`src/rtl/lsu_mem_ctrl.sv`:
```
// Load/store unit between the execute stage and a byte-addressed,
// little-endian data memory with combinational read and a 4-byte write.
// Sub-word stores do a read-modify-write so neighbouring bytes survive.
// Misaligned, out-of-range and illegal requests are answered with an
// error response and never reach memory.
module lsu_mem_ctrl #(
    parameter logic [31:0] BASE_ADDR = 32'h01000000,
    parameter int unsigned MEM_BYTES = 1048576
) (
    input  logic        clk,
    input  logic        reset,
    input  logic        req_valid,
    output logic        req_ready,
    input  logic        req_we,
    input  logic [2:0]  req_funct3,
    input  logic [31:0] req_addr,
    input  logic [31:0] req_wdata,
    output logic        resp_valid,
    output logic [31:0] resp_rdata,
    output logic        resp_err,
    output logic [31:0] mem_address,
    output logic [31:0] mem_data_in,
    output logic        mem_w_enable,
    input  logic [31:0] mem_data_out
);

    localparam logic [2:0] IDLE  = 3'd0;
    localparam logic [2:0] LOAD  = 3'd1;
    localparam logic [2:0] READ  = 3'd2;
    localparam logic [2:0] WRITE = 3'd3;
    localparam logic [2:0] RESP  = 3'd4;

    // Last valid byte address, one bit wider so the end-of-access sum cannot wrap.
    localparam logic [32:0] LAST_ADDR = {1'b0, BASE_ADDR} + 33'(MEM_BYTES) - 33'd1;

    logic [2:0]  state_reg;
    logic [2:0]  funct3_reg;
    logic [15:0] wdata_reg;
    logic        err_reg;
    logic [31:0] resp_rdata_reg;
    logic [31:0] mem_address_reg;
    logic [31:0] mem_data_in_reg;

    logic [32:0] size_m1;
    logic [32:0] end_addr;
    logic        legal;
    logic        misaligned;
    logic        req_err;
    logic [31:0] load_ext;
    logic [31:0] merged;

    // Classify the incoming request: access size, alignment, range and funct3 legality.
    always_comb begin
        size_m1    = 33'd0;
        legal      = 1'b1;
        misaligned = 1'b0;
        case (req_funct3)
            3'b000: size_m1 = 33'd0;
            3'b001: begin
                size_m1    = 33'd1;
                misaligned = req_addr[0];
            end
            3'b010: begin
                size_m1    = 33'd3;
                misaligned = |req_addr[1:0];
            end
            3'b100: begin
                size_m1 = 33'd0;
                legal   = ~req_we;
            end
            3'b101: begin
                size_m1    = 33'd1;
                misaligned = req_addr[0];
                legal      = ~req_we;
            end
            default: legal = 1'b0;
        endcase
        end_addr = {1'b0, req_addr} + size_m1;
        req_err  = ~legal | misaligned | (req_addr < BASE_ADDR) | (end_addr > LAST_ADDR);
    end

    // Extend the load data; memory always returns the addressed byte in bits [7:0].
    always_comb begin
        case (funct3_reg)
            3'b000:  load_ext = {{24{mem_data_out[7]}}, mem_data_out[7:0]};
            3'b001:  load_ext = {{16{mem_data_out[15]}}, mem_data_out[15:0]};
            3'b100:  load_ext = {24'd0, mem_data_out[7:0]};
            3'b101:  load_ext = {16'd0, mem_data_out[15:0]};
            default: load_ext = mem_data_out;
        endcase
    end

    // Sub-word store merge: overwrite the low byte (SB) or halfword (SH) of the read word.
    always_comb begin
        if (funct3_reg[0]) begin
            merged = {mem_data_out[31:16], wdata_reg[15:0]};
        end else begin
            merged = {mem_data_out[31:8], wdata_reg[7:0]};
        end
    end

    // Request sequencing: accept in IDLE, then walk LOAD / READ->WRITE / WRITE into RESP.
    always_ff @(posedge clk) begin
        if (reset) begin
            state_reg       <= IDLE;
            funct3_reg      <= 3'd0;
            wdata_reg       <= 16'd0;
            err_reg         <= 1'b0;
            resp_rdata_reg  <= 32'd0;
            mem_address_reg <= 32'd0;
            mem_data_in_reg <= 32'd0;
        end else begin
            case (state_reg)
                IDLE: begin
                    if (req_valid) begin
                        funct3_reg <= req_funct3;
                        wdata_reg  <= req_wdata[15:0];
                        err_reg    <= req_err;
                        if (req_err) begin
                            state_reg <= RESP;
                        end else begin
                            mem_address_reg <= req_addr;
                            if (!req_we) begin
                                state_reg <= LOAD;
                            end else if (req_funct3 == 3'b010) begin
                                mem_data_in_reg <= req_wdata;
                                state_reg       <= WRITE;
                            end else begin
                                state_reg <= READ;
                            end
                        end
                    end
                end
                LOAD: begin
                    resp_rdata_reg <= load_ext;
                    state_reg      <= RESP;
                end
                READ: begin
                    mem_data_in_reg <= merged;
                    state_reg       <= WRITE;
                end
                WRITE: state_reg <= RESP;
                RESP: begin
                    err_reg   <= 1'b0;
                    state_reg <= IDLE;
                end
                default: state_reg <= IDLE;
            endcase
        end
    end

    assign req_ready    = (state_reg == IDLE) & ~reset;
    assign resp_valid   = (state_reg == RESP);
    assign resp_err     = (state_reg == RESP) & err_reg;
    assign resp_rdata   = resp_rdata_reg;
    assign mem_address  = mem_address_reg;
    assign mem_data_in  = mem_data_in_reg;
    assign mem_w_enable = (state_reg == WRITE);

endmodule

```
`config.mk`:
```
export PLATFORM = sky130hd
export DESIGN_NAME = lsu_mem_ctrl
export DESIGN_NICKNAME = d
export VERILOG_FILES = /design/src/rtl/lsu_mem_ctrl.sv
export SDC_FILE = /design/constraint.sdc
export NUM_CORES = 1
export LEC_CHECK = 0
export BUFFER_PORTS_ARGS = -buffer_cell sky130_fd_sc_hd__buf_2
export CELL_PAD_IN_SITES_DETAIL_PLACEMENT = 0
export CELL_PAD_IN_SITES_GLOBAL_PLACEMENT = 1
export CORE_ASPECT_RATIO = 0.7
export CORE_MARGIN = 2
export CORE_UTILIZATION = 32
export DETAILED_ROUTE_END_ITERATION = 16
export PLACE_DENSITY_LB_ADDON = 0.1
export SKIP_LAST_GASP = 1
export SLEW_MARGIN = 5
export SYNTH_ARGS = -nofsm -noshare
export SYNTH_HDL_FRONTEND = slang
export SYNTH_SLANG_ARGS = --single-unit
```
`constraint.sdc`:
```
create_clock -name clk -period 2.84 [get_ports clk]
set_clock_uncertainty 0.1 [all_clocks]
set_input_delay 0.426 -clock clk [delete_from_list [all_inputs] [get_ports clk]]
set_output_delay 0.426 -clock clk [all_outputs]
set_load 0.03 [all_outputs]
```
Word level (Yosys, flattened, before mapping)
Index checks and enable logic that the tools add are counted.
W data, S select, Z words.
Cells by class
  divide/modulo/power cells: 0
  bitwise logic cells: 9
  order comparisons: 2
  shift operators: 0
  equality and inequality tests: 15
  muxes and demuxes: 17
  multiply operators: 0
  reduce and logical (&&, ||, !) cells: 14
  add/subtract/negate cells: 1
Operators by type and width (count)
  $mux W32: 4
  $pmux W32 S4: 1
  $pmux W32 S2: 1
  $add A32 B33 Y33: 1
  $gt A33 B25 Y1 const B: 1
  $lt A32 B25 Y1 const B: 1
  $mux W16: 1
  $eq A3 B3 Y1 const B: 5
  $eq A3 B1 Y1 const B: 3
  $eq A3 B2 Y1 const B: 3
  $logic_not A3 Y1: 3
  $pmux W3 S3: 1
  $ne A2 B2 Y1 const B: 4
  $reduce_or A2 Y1: 4
  $mux W3: 2
  $pmux W1 S2: 3
  $reduce_and A5 Y1: 1
  $not A1 Y1: 4
  $pmux W2 S2: 1
  $reduce_and A2 Y1: 2
  $reduce_bool A2 Y1: 2
  $or A1 B1 Y1: 3
  $reduce_and A3 Y1: 1
  $reduce_or A3 Y1: 1
  3 further kinds: 5
Word-level totals
  flip-flop bits (word level): 119
  bits in writable memories: 0
  word-level logic and storage cells: 65
  bits of input ports: 103
  latch bits: 0
  memories kept: 0
  output and inout port bits: 100
  memory bits (read-only): 0

Depth between registers and ports, before layout
Gate-level depths: netlist of run 1.
  depth after elaboration: 10
  mapped depth: 14
  gate-level depth less buffers: 12

Least setup slack after synthesis of run 1
OpenSTA, ideal clock, no wires.
  kind: in2reg
  from: input req_funct3[0]
  to: register mem_data_in_reg[16], in the netlist mem_data_in[16]
  arrival: 2815 ps
  path slack: -196 ps
  stages: 13
  setup time: 121 ps
  buffers on the path: 1
  data required time: 2619 ps
  cells stage by stage: inv_1 nand3_1 o21ai_0 ha_1 fa_1 nand2_1 nor4_1 a311oi_1 nor2b_1 nor4_4 a21oi_2 buf_6 mux2_4
On the way
  longest elaborated chain between the ends: 9
  elaborated cells between the ends (all ways): 20
  those cells by class: add/sub (1); order compare (1); eq/ne (6); mux (3); bitwise (4); reduce/logical (5)
Ends and longest elaborated chain
  start: declaration: line 15  | input logic [2:0] req_funct3,
  parallel branches: the longest is 8 deep, another holds $add A32 B33 Y33
  $reduce_and A5 Y1 (no source line) *
  end signal: assignment: line 126  | mem_data_in_reg <= req_wdata;
  end signal: assignment: line 139  | mem_data_in_reg <= merged;
  end: declaration: line 42  | logic [31:0] mem_data_in_reg;
Mark *: on every way between the ends.
A chain may end at the register's enable or synchronous reset.

Final worst setup path of run 1
  from: input req_funct3[2]
  to: register mem_data_in_reg[1], in the netlist mem_data_in[1]
Same word-level chain as after synthesis.

==> results of run 1 <==
## layout make-up
| type | instances | area share |
|---|---|---|
| Multi-Input combinational cell | 462 | 0.3836 |
| Clock buffer | 21 | 0.06093 |
| Inverter | 5 | 0.005023 |
| Clock inverter | 11 | 0.01280 |
| Timing Repair Buffer | 250 | 0.1917 |
| Sequential cell | 119 | 0.3085 |
| Tap cell | 231 | 0.03743 |
## worst reg2reg max path: cells and delay by family (launching register included)
family	cells	cell delay (ns)
simple gates	3	1.10
compound gates	2	0.73
flops	1	0.30
## worst paths after layout
| kind | start | to | slack (ns) | cells after the start |
|---|---|---|---|---|
| setup reg to reg | funct3_reg[0] | resp_rdata[26] | 0.53 | 5 |
| hold reg to reg | wdata_reg[9] | wdata_reg[9] | 0.35 | 2 |
| setup / recovery | req_funct3[2] | mem_data_in[1] | 0.08 | 14 |
| hold / removal | mem_data_out[2] | resp_rdata[2] | 0.16 | 3 |
## where the power goes
part	total (W)	switching, W	leakage, nW	internal [W]
combinational	0.000348	0.000200	2.28	0.000148
clock	0.00206	0.000790	0.264	0.00127
sequential	0.00170	0.0000113	0.962	0.00169
total	0.00411	0.00100	3.51	0.00310
## metrics by stage
stage	utilization	TNS [ns]	area [µm²]	total power [W]	cells
finish	0.4551	0	7721	0.004106	1099
global route	0.4551	0	7721	0.004280	1099
CTS	0.4536	0	7696	0.004166	1099
detailed placement	0.4201	-20.58	7127	0.002081	1067
global placement	0.4201	-19.03	7127	0.002076	1067
floorplan	-	-3.529	5588	0.001893	637
## cells in the mapped netlist, types with 4 or more instances
library cell               count  area, µm²
sky130_fd_sc_hd__a211o_1       8      70.07
sky130_fd_sc_hd__a21oi_1      78      390.4
sky130_fd_sc_hd__and2_1        4      25.02
sky130_fd_sc_hd__and3_1        4      25.02
sky130_fd_sc_hd__clkbuf_1     43      161.4
sky130_fd_sc_hd__dfxtp_1     119       2382
sky130_fd_sc_hd__inv_1         5      18.77
sky130_fd_sc_hd__mux2_4       22      330.3
sky130_fd_sc_hd__mux2i_1      42      420.4
sky130_fd_sc_hd__nand2_1      61      229.0
sky130_fd_sc_hd__nand2b_1     10      62.56
sky130_fd_sc_hd__nand3_1      27      135.1
sky130_fd_sc_hd__nand4_1       8      50.05
sky130_fd_sc_hd__nor2_1       62      232.7
sky130_fd_sc_hd__nor2b_1      25      156.4
sky130_fd_sc_hd__nor3_1       29      145.1
sky130_fd_sc_hd__nor3b_1       9      67.56
sky130_fd_sc_hd__nor4_1       12      75.07
sky130_fd_sc_hd__o21ai_0      25      125.1
## routing by layer
metal,up-vias,routed length [µm],part of all wire,track usage
li1,2675,-,-,-
met1,2548,8581,0.49,0.2600
met2,167,7393,0.42,0.2920
met3,23,1262,0.072,0.06691
met4,0,267,0.015,0.06426
met5,-,0,0,0
## kinds of logic after synthesis
group,count (synthesis),share of synthesized area
buf+inv,56,0.04305
mux,66,0.1408
simple gates,263,0.2394
compound gates,128,0.1317
flops,119,0.4337
xor+xnor,2,0.003190
fa+ha+maj,3,0.008200
==> reports/results.md, run 1 <==
| Group | Parameter | Value |
| --- | --- | --- |
| outcome | Run status | completed |
| worst setup path | Cell family with most CP delay | multiplexers |
| global route | Vias in the first global route | 5225 |
| logic synthesis | Gate Count Post-Synth | 637 |
| routing | Number of detailed-route iterations in the first pass | 4 |
| final layout | Multi-input gate area in the final layout | 0.002962 mm² |
| final layout | Fraction of layout cells with a size suffix above 1 | 0.3767 |
| logic synthesis | Syn nets | 743 |
| final layout | Storage element area | 0.002382 mm² |
| placed design | Estimated wirelength of the detail-placed design | 12.42 mm |
| worst setup path | CP Cell Sequence | clkbuf_4 > inv_12 > nand3_4 > o21ai_2 > ha_2 > fa_2 > nand2_4 > nor4_4 > nand3_1 > mux2i_1 > nor4_4 > a21oi_4 > buf_12 > mux2_2 |
| routing | Number of design-rule violations left by the first detailed-router iteration | 333 |
| routing | Post-route DRC violation count | 0 |
| global route | Global-route wire length before repair | 27.68 mm |
| worst setup path | Setup Crit Path Kind | primary input to register |
| power and ir drop | Worst IR Drop VDD | 0.3139 mV |
| final layout | Layout overhead on the synthesized area | 40.57% |
| routing | Post-DRT Antenna Nets | 0 |
| timing | Top achievable clock speed | 362.5 MHz |
| global route | Overflow left after global routing | 0 |
| routing | Wire length reported by the detailed router | 17.50 mm |
| worst setup path | Category of the worst setup path launch point | primary input |
| worst setup path | Required time of the critical path | 3.04 ns |
| logic synthesis | Cell area after technology mapping | 0.005493 mm² |
| logic synthesis | Yosys synthesis warning count | 0 |
| cts | # Post-CTS Setup Buffers | 0 |
| routing | Detail-routed via count per cell | 4.925 |
| global route | Global-route total usage across every layer | 0.1937 |
| logic synthesis | Seq/Total Area, Yosys | 0.4337 |
| logic synthesis | Number of synthesized flops with an enable pin | 0 |
| floorplan | Area of the die | 0.01825 mm² |
| logic synthesis | Post-synthesis average cell area | 8.623 µm² |
| timing | Setup WS post-layout | 0.08144 ns |
| worst setup path | CP Max Fanout | 25 |
| floorplan | Core Rows | 40 |
| timing | Post-route minimum period | 2.759 ns |
| floorplan | Die width | 160.6 µm |
| cts | Clk root buf | sky130_fd_sc_hd__clkbuf_16 |
| cts | Number of sinks on the clock net | 119 |
| cts | Clock-pin transition on the worst setup and hold timing paths | 0.06 ns |
| final layout | Number of diodes | 0 |
| timing | Setup-violating endpoint count in the final report | 0 |
| timing | Final hold violations | 0 |
| timing | Final clock period utilization by the worst path | 0.9713 |
| timing | Actual transition at the worst max-transition pin | 0.7713 ns |
| global route | Largest net degree at the start of global routing | 81 |
| cts | Clock Tree Buf Depth | 2 |
| worst setup path | Worst Path Buf+Inv | 3 |
| placed design | PortBufs | 202 |
| floorplan | Starting Density | 0.3237 |
| routing | Post-detailed-route wirelength per cell | 15.93 µm |
| cts | TritonCTS buffer count | 17 |
| placed design | Routability congestion estimate | 0.8924 |
| worst setup path | Most common cell type on the critical path | sky130_fd_sc_hd__nor4_4 |
| logic synthesis | Top_reg_cell synth | sky130_fd_sc_hd__dfxtp_1 |
| job | Max-cap violations | 0 |
| timing | Unrepaired setup endpoints after global routing | false |
| placed design | Worst slack, placed | -0.3875 ns |
| final layout | Commonest cells after routing, fill and taps aside | 200 x sky130_fd_sc_hd__buf_2, 119 x sky130_fd_sc_hd__dfxtp_1, 77 x sky130_fd_sc_hd__a21oi_1 |
| final layout | Most common library cell in the layout ignoring fill and taps | sky130_fd_sc_hd__buf_2 |
| cts | Clock H-tree levels | 4 |
| worst setup path | Arrival time at the worst endpoint | 2.96 ns |
| cts | Skew-Pair Late Insertion Delay | 0.41 ns |
| final layout | Filler cells | 1697 |
| cts | Hold Buf Count CTS | 0 |
| power and ir drop | Leak | 3.506 nW |
| min path | Worst hold path type | primary input to register |
| worst setup path | Category of the worst setup path capture point | register |
| final layout | Layout Nets | 961 |
| timing | Slew Viols, Final | 0 |
| logic synthesis | Share of synthesized flip-flops with an asynchronous set or reset | 0 |
| timing | Slew margin rel. | 0.4824 |
| worst setup path | Worst path slowest cell | sky130_fd_sc_hd__mux2i_1 |
| global route | Antenna violations before repair | 0 |
| routing | Via total after detailed routing | 5413 |
| timing | WHS | 0.1569 ns |
| logic synthesis | Number of register bits inferred by synthesis | 119 |
| power and ir drop | Total power divided by cell area | 531.8 mW/mm² |
| logic synthesis | Unique masters post-synth | 50 |
| floorplan | Ports | 203 |
| worst setup path | Stage delay of the slowest cell on the critical path | 0.44 ns |
| floorplan | Standard cell core area | 0.01697 mm² |
| floorplan | Die height | 113.6 µm |
| cts | Post-cts gate resize count | 0 |
| cts | Clock tree from TritonCTS | done |
Power figures use the tool's default switching activity.
==> inputs of run 2 (changes only) <==
--- a/config.mk
+++ b/config.mk
@@ -6,13 +6,9 @@
 export NUM_CORES = 1
 export LEC_CHECK = 0
 export BUFFER_PORTS_ARGS = -buffer_cell sky130_fd_sc_hd__buf_2
-export CELL_PAD_IN_SITES_DETAIL_PLACEMENT = 0
-export CELL_PAD_IN_SITES_GLOBAL_PLACEMENT = 1
 export CORE_ASPECT_RATIO = 0.7
-export CORE_MARGIN = 2
-export CORE_UTILIZATION = 32
+export CORE_UTILIZATION = 35
 export DETAILED_ROUTE_END_ITERATION = 16
-export PLACE_DENSITY_LB_ADDON = 0.1
 export SKIP_LAST_GASP = 1
 export SLEW_MARGIN = 5
 export SYNTH_ARGS = -nofsm -noshare
==> reports/results.md, run 2 (same netlist as run 1, synthesis figures left out) <==
| Group | Parameter | Value |
| --- | --- | --- |
| outcome | Run status | completed |
| worst setup path | Cell family with most CP delay | compound AO/OA/AOI/OAI gates |
| routing | Post-detailed-route wirelength per cell | 15.78 µm |
| power and ir drop | Total power divided by cell area | 550.7 mW/mm² |
| power and ir drop | Leak | 3.607 nW |
| placed design | Worst slack, placed | -0.4480 ns |
| cts | Clk root buf | sky130_fd_sc_hd__clkbuf_16 |
| timing | Unrepaired setup endpoints after global routing | true |
| power and ir drop | Power share of the sequential group | 0.395 |
| routing | Number of design-rule violations left by the first detailed-router iteration | 246 |
| routing | Via total after detailed routing | 5344 |
| floorplan | Core Rows | 37 |
| global route | Overflow left after global routing | 0 |
| cts | Clock H-tree levels | 4 |
| cts | Clock-pin transition on the worst setup and hold timing paths | 0.06 ns |
| power and ir drop | Power after layout | 0.004298 W |
| worst setup path | CP Max Fanout | 11 |
| global route | Global-route wire length before repair | 26.81 mm |
| power and ir drop | Internal cell power | 0.003236 W |
| worst setup path | Worst Path Buf+Inv | 4 |
| timing | Slew margin rel. | 0.5251 |
| floorplan | Die height | 106.8 µm |
| routing | Number of detailed-route iterations in the first pass | 5 |
| final layout | Filler cells | 1489 |
| timing | Final clock period utilization by the worst path | 0.9742 |
| floorplan | Ports | 203 |
| final layout | Layout overhead on the synthesized area | 42.10% |
| worst setup path | Stage delay of the slowest cell on the critical path | 0.46 ns |
| global route | Antenna violations before repair | 0 |
| final layout | Multi-input gate area in the final layout | 0.002985 mm² |
| global route | Vias in the first global route | 5150 |
| worst setup path | Required time of the critical path | 3.04 ns |
| floorplan | Standard cell core area | 0.01500 mm² |
| cts | Skew-Pair Late Insertion Delay | 0.40 ns |
| power and ir drop | Sw Ratio | 0.2471 |
| cts | Number of sinks on the clock net | 119 |
| final layout | Commonest cells after routing, fill and taps aside | 200 x sky130_fd_sc_hd__buf_2, 119 x sky130_fd_sc_hd__dfxtp_1, 77 x sky130_fd_sc_hd__a21oi_1 |
| global route | Largest net degree at the start of global routing | 76 |
| timing | Final hold violations | 0 |
| worst setup path | CP Cell Sequence | buf_2 > inv_8 > nand3_4 > inv_2 > ha_1 > a21oi_2 > or4_1 > o211ai_1 > a22o_1 > nor4_4 > a21oi_4 > buf_12 > mux2_2 |
| placed design | PortBufs | 202 |
| cts | Clock tree from TritonCTS | done |
| cts | TritonCTS buffer count | 17 |
| final layout | Storage element area | 0.002382 mm² |
| floorplan | Area of the die | 0.01621 mm² |
| timing | Post-route minimum period | 2.767 ns |
| final layout | Number of diodes | 0 |
| placed design | Estimated wirelength of the detail-placed design | 11.80 mm |
| timing | Top achievable clock speed | 361.4 MHz |
| timing | WHS | 0.1553 ns |
| cts | Clock Tree Buf Depth | 2 |
| power and ir drop | Portion of total power attributed to the clock network | 0.525 |
| final layout | Fraction of layout cells with a size suffix above 1 | 0.3916 |
| timing | Setup WS post-layout | 0.07329 ns |
| global route | Global-route total usage across every layer | 0.2127 |
| worst setup path | Category of the worst setup path launch point | primary input |
| timing | Actual transition at the worst max-transition pin | 0.7075 ns |
| job | Max-cap violations | 0 |
| timing | Slew Viols, Final | 0 |
| worst setup path | Worst path slowest cell | sky130_fd_sc_hd__or4_1 |
| final layout | Most common library cell in the layout ignoring fill and taps | sky130_fd_sc_hd__buf_2 |
| routing | Detail-routed via count per cell | 4.967 |
| power and ir drop | Part of the power in combinational logic | 0.080 |
| timing | TNS Setup | 0 ns |
| routing | Post-route DRC violation count | 0 |
| power and ir drop | Switching power of the nets | 0.001062 W |
| routing | Wire length reported by the detailed router | 16.98 mm |
| min path | Worst hold path type | primary input to register |
| routing | Post-DRT Antenna Nets | 0 |
| placed design | Routability congestion estimate | 0.8907 |
| floorplan | Die width | 151.7 µm |
| floorplan | Starting Density | 0.3662 |
| final layout | Layout Nets | 974 |
| timing | Setup-violating endpoint count in the final report | 0 |
| worst setup path | Arrival time at the worst endpoint | 2.96 ns |
| worst setup path | Category of the worst setup path capture point | register |
| power and ir drop | Worst IR Drop VDD | 0.3203 mV |
| worst setup path | Setup Crit Path Kind | primary input to register |
-- run 2: changes by cell type in the layout (fill, tap and decap cells not counted), sizes merged --
cell      delta
buf         +13
inv          +6
bufinv       +2
clkinvlp     -4
clkbuf       -4
-- run 2: path summary, 6_finish.rpt --
path                   start        endpoint  slack, ns  depth (start not counted)
min reg2reg     wdata_reg[2]    wdata_reg[2]       0.35                          2
max            req_funct3[0]  mem_data_in[1]       0.07                         13
max reg2reg    funct3_reg[0]  resp_rdata[24]       0.62                          5
min          mem_data_out[1]   resp_rdata[1]       0.16                          3
-- run 2: layout make-up --
type / instances / area share
flip-flops and latches: 119 / 0.3052
clock buffers: 17 / 0.05450
inverters: 5 / 0.004970
clock inverters: 15 / 0.02421
multi-input cells: 462 / 0.3825
well taps: 195 / 0.03126
repair buffers: 263 / 0.1973
-- run 2: power groups by stage --
stage / sequential, W / clock [W] / combinational (W)
after detailed placement: 0.00174 / 0 / 0.000335
after floorplan: 0.00173 / 0 / 0.000161
after global placement: 0.00173 / 0 / 0.000338
final: 0.00170 / 0.00226 / 0.000343
after CTS: 0.00170 / 0.00231 / 0.000338
after global routing: 0.00170 / 0.00238 / 0.000378
-- run 2: metrics by stage --
stage                     instance area, µm²  cells  utilization
final                                   7805   1076       0.5204
after global routing                    7805   1076       0.5204
after CTS                               7705   1072       0.5137
after detailed placement                7087   1040       0.4725
after global placement                  7087   1040       0.4725
after floorplan                         5588    637            -
-- run 2: worst min-delay path: stages --
cell and delay [ns]:
sky130_fd_sc_hd__buf_2 0.09, sky130_fd_sc_hd__nand2_1 0.04, sky130_fd_sc_hd__a21oi_1 0.05
-- run 2: routing by layer --
metal  track usage  up-vias  share of wire
li1              -     2698              -
met1        0.3054     2454           0.50
met2        0.3036      175           0.41
met3       0.06426       17          0.080
met4       0.05799        0          0.011
met5             0        -              0
-- run 2: timing repair --
item	in CTS	in global routing
hold buffers	0	0
endpoints found under the setup margin	3	63
cloned	0	1
buffers inserted	0	3
resized for setup	1	17
pin swaps	0	5
==> inputs of run 3 (changes only) <==
==> constraint.sdc (replaced) <==
create_clock -name clk -period 2.84 [get_ports clk]
set_clock_uncertainty 0.1 [all_clocks]
set_input_delay 0.426 -clock clk [delete_from_list [all_inputs] [get_ports clk]]
set_output_delay 0.426 -clock clk [all_outputs]
set_load 0.02 [all_outputs]
==> reports/results.md, run 3 (same netlist as run 1, synthesis figures left out) <==
| Group | Parameter | Value |
| --- | --- | --- |
| final layout | Number of diodes | 0 |
| final layout | Filler cells | 1454 |
| timing | Actual transition at the worst max-transition pin | 0.7575 ns |
| global route | Antenna violations before repair | 0 |
| floorplan | Die width | 151.7 µm |
| min path | Worst Hold Path Cells | 3 |
| worst setup path | Category of the worst setup path capture point | register |
| worst setup path | Arrival time at the worst endpoint | 2.93 ns |
| routing | Number of design-rule violations left by the first detailed-router iteration | 253 |
| routing | Wire length reported by the detailed router | 17.31 mm |
| cts | TritonCTS buffer count | 17 |
| worst setup path | Stage delay of the slowest cell on the critical path | 0.33 ns |
| routing | Post-detailed-route wirelength per cell | 16.13 µm |
| final layout | Final std cell area, no fill | 0.007745 mm² |
| timing | Slew Viols, Final | 0 |
| timing | TNS Setup | 0 ns |
| global route | Global-route total usage across every layer | 0.2111 |
| cts | Hold Buf Count CTS | 0 |
| final layout | Commonest cells after routing, fill and taps aside | 199 x sky130_fd_sc_hd__buf_2, 119 x sky130_fd_sc_hd__dfxtp_1, 77 x sky130_fd_sc_hd__a21oi_1 |
| cts | Clock tree from TritonCTS | done |
| worst setup path | Reg2reg path depth | 5 |
| floorplan | Standard cell core area | 0.01500 mm² |
| global route | Largest net degree at the start of global routing | 61 |
| placed design | PortBufs | 202 |
| timing | Final hold violations | 0 |
| power and ir drop | Worst IR Drop VDD | 0.3589 mV |
| timing | Final clock period utilization by the worst path | 0.9627 |
| timing | Post-route minimum period | 2.734 ns |
| placed design | Placed Instances | 1036 |
| power and ir drop | Leak | 3.570 nW |
| routing | Number of detailed-route iterations in the first pass | 5 |
| cts | Clock-pin transition on the worst setup and hold timing paths | 0.06 ns |
| timing | Slew margin rel. | 0.4916 |
| timing | Top achievable clock speed | 365.8 MHz |
| floorplan | Area of the die | 0.01621 mm² |
| timing | Setup-violating endpoint count in the final report | 0 |
| cts | Skew-Pair Late Insertion Delay | 0.41 ns |
| placed design | Routability congestion estimate | 0.9301 |
| global route | Overflow left after global routing | 0 |
| final layout | Share of the core filled with cells | 0.5164 |
| floorplan | Ports | 203 |
| cts | Clock Tree Buf Depth | 2 |
| power and ir drop | Total power divided by cell area | 521.8 mW/mm² |
| worst setup path | Required time of the critical path | 3.03 ns |
| floorplan | Core Rows | 37 |
| placed design | Estimated wirelength of the detail-placed design | 11.63 mm |
| worst setup path | Category of the worst setup path launch point | primary input |
| placed design | Instance area after placement | 0.007057 mm² |
| routing | Via total after detailed routing | 5431 |
| min path | Worst hold path type | primary input to register |
| global route | Global-route wire length before repair | 26.50 mm |
| cts | Clock H-tree levels | 4 |
| floorplan | Die height | 106.8 µm |
| worst setup path | CP Max Fanout | 7 |
| routing | Post-DRT Antenna Nets | 0 |
| final layout | Most common library cell in the layout ignoring fill and taps | sky130_fd_sc_hd__buf_2 |
| cts | Number of sinks on the clock net | 119 |
| worst setup path | CP Cell Sequence | buf_6 > inv_8 > nand3_4 > o21ai_2 > ha_2 > fa_2 > nand2_4 > buf_4 > nor3_2 > o211ai_1 > a22o_1 > nor4_4 > a21oi_4 > clkbuf_16 > mux2_4 |
| final layout | Layout Nets | 971 |
| final layout | Fraction of layout cells with a size suffix above 1 | 0.3872 |
| worst setup path | Setup Crit Path Kind | primary input to register |
| floorplan | Starting Density | 0.3662 |
| final layout | Final non-filler cell total | 1073 |
| routing | Post-route DRC violation count | 0 |
| routing | Detail-routed via count per cell | 5.062 |
| worst setup path | Worst path slowest cell | sky130_fd_sc_hd__nor4_4 |
| outcome | Run status | completed |
| global route | Vias in the first global route | 5003 |
| cts | Clk root buf | sky130_fd_sc_hd__clkbuf_16 |
| job | Max-cap violations | 0 |
| final layout | Layout overhead on the synthesized area | 41.00% |
run 3: changes by cell type in the layout (fill, tap and decap cells not counted), moves of 2 or more:
cell                         delta
sky130_fd_sc_hd__clkinvlp_4     +2
sky130_fd_sc_hd__clkbuf_8       +2
sky130_fd_sc_hd__clkinv_2       +2
sky130_fd_sc_hd__bufinv_16      -3
sky130_fd_sc_hd__inv_6          -4
sky130_fd_sc_hd__buf_4          -6
sky130_fd_sc_hd__buf_6          +3
run 3: timing repair:
item | in CTS | in global routing
pin swaps | 1 | 7
setup buffers | 0 | 2
endpoints found under the setup margin | 9 | 67
gates cloned | 0 | 3
resized for setup | 0 | 19
run 3: worst paths after layout:
kind              startpoint               to  slack [ns]
max reg2reg    funct3_reg[0]   resp_rdata[16]        0.57
max            req_funct3[0]  mem_data_in[23]        0.11
min reg2reg     wdata_reg[0]     wdata_reg[0]        0.35
min          mem_data_out[1]    resp_rdata[1]        0.15
run 3: final cells by class:
class	count	area (µm²)	area share
multi-input combinational	462	2980	0.3848
sequential	119	2382	0.3076
timing repair buffer	260	1549	0.2000
clock buffer	19	452.9	0.05848
tap	195	244.0	0.03150
clock inverter	13	97.59	0.01260
inverter	5	38.79	0.005008
run 3: layer usage:
layer | track usage | up-vias | wire length [µm]
met5 | 0 | - | 0
met4 | 0.04950 | 0 | 176
met3 | 0.06511 | 15 | 1335
met2 | 0.2981 | 199 | 6974
met1 | 0.3082 | 2512 | 8819
li1 | - | 2705 | -
run 3: worst max-delay path, delay by kind of cell:
family / cells / cell delay, ns
AOI/OAI and AO/OA: 4 / 0.64
muxes: 1 / 0.29
and+or+nand+nor: 4 / 0.59
buffers and inverters: 4 / 0.53
adders and majority gates: 2 / 0.45
run 3: through the flow:
| stage | power [W] | hold slack [ns] | worst slack, ns |
|---|---|---|---|
| 2_1_floorplan | 0.001891 | 0.3360 | -0.09167 |
| 3_3_place_gp | 0.002075 | 0.3395 | -0.4997 |
| 3_5_place_dp | 0.002072 | 0.3461 | -0.4397 |
| 4_1_cts | 0.004076 | 0.1447 | 0.02344 |
| 5_1_grt | 0.004202 | 0.1482 | -0.01206 |
| 6_report | 0.004041 | 0.1547 | 0.1059 |
run 3: report_power, final:
| group | total (W) | internal [W] | switching (W) |
|---|---|---|---|
| Combinational | 0.000349 | 0.000150 | 0.000199 |
| Sequential | 0.00170 | 0.00169 | 0.0000110 |
| Clock | 0.00199 | 0.00117 | 0.000826 |
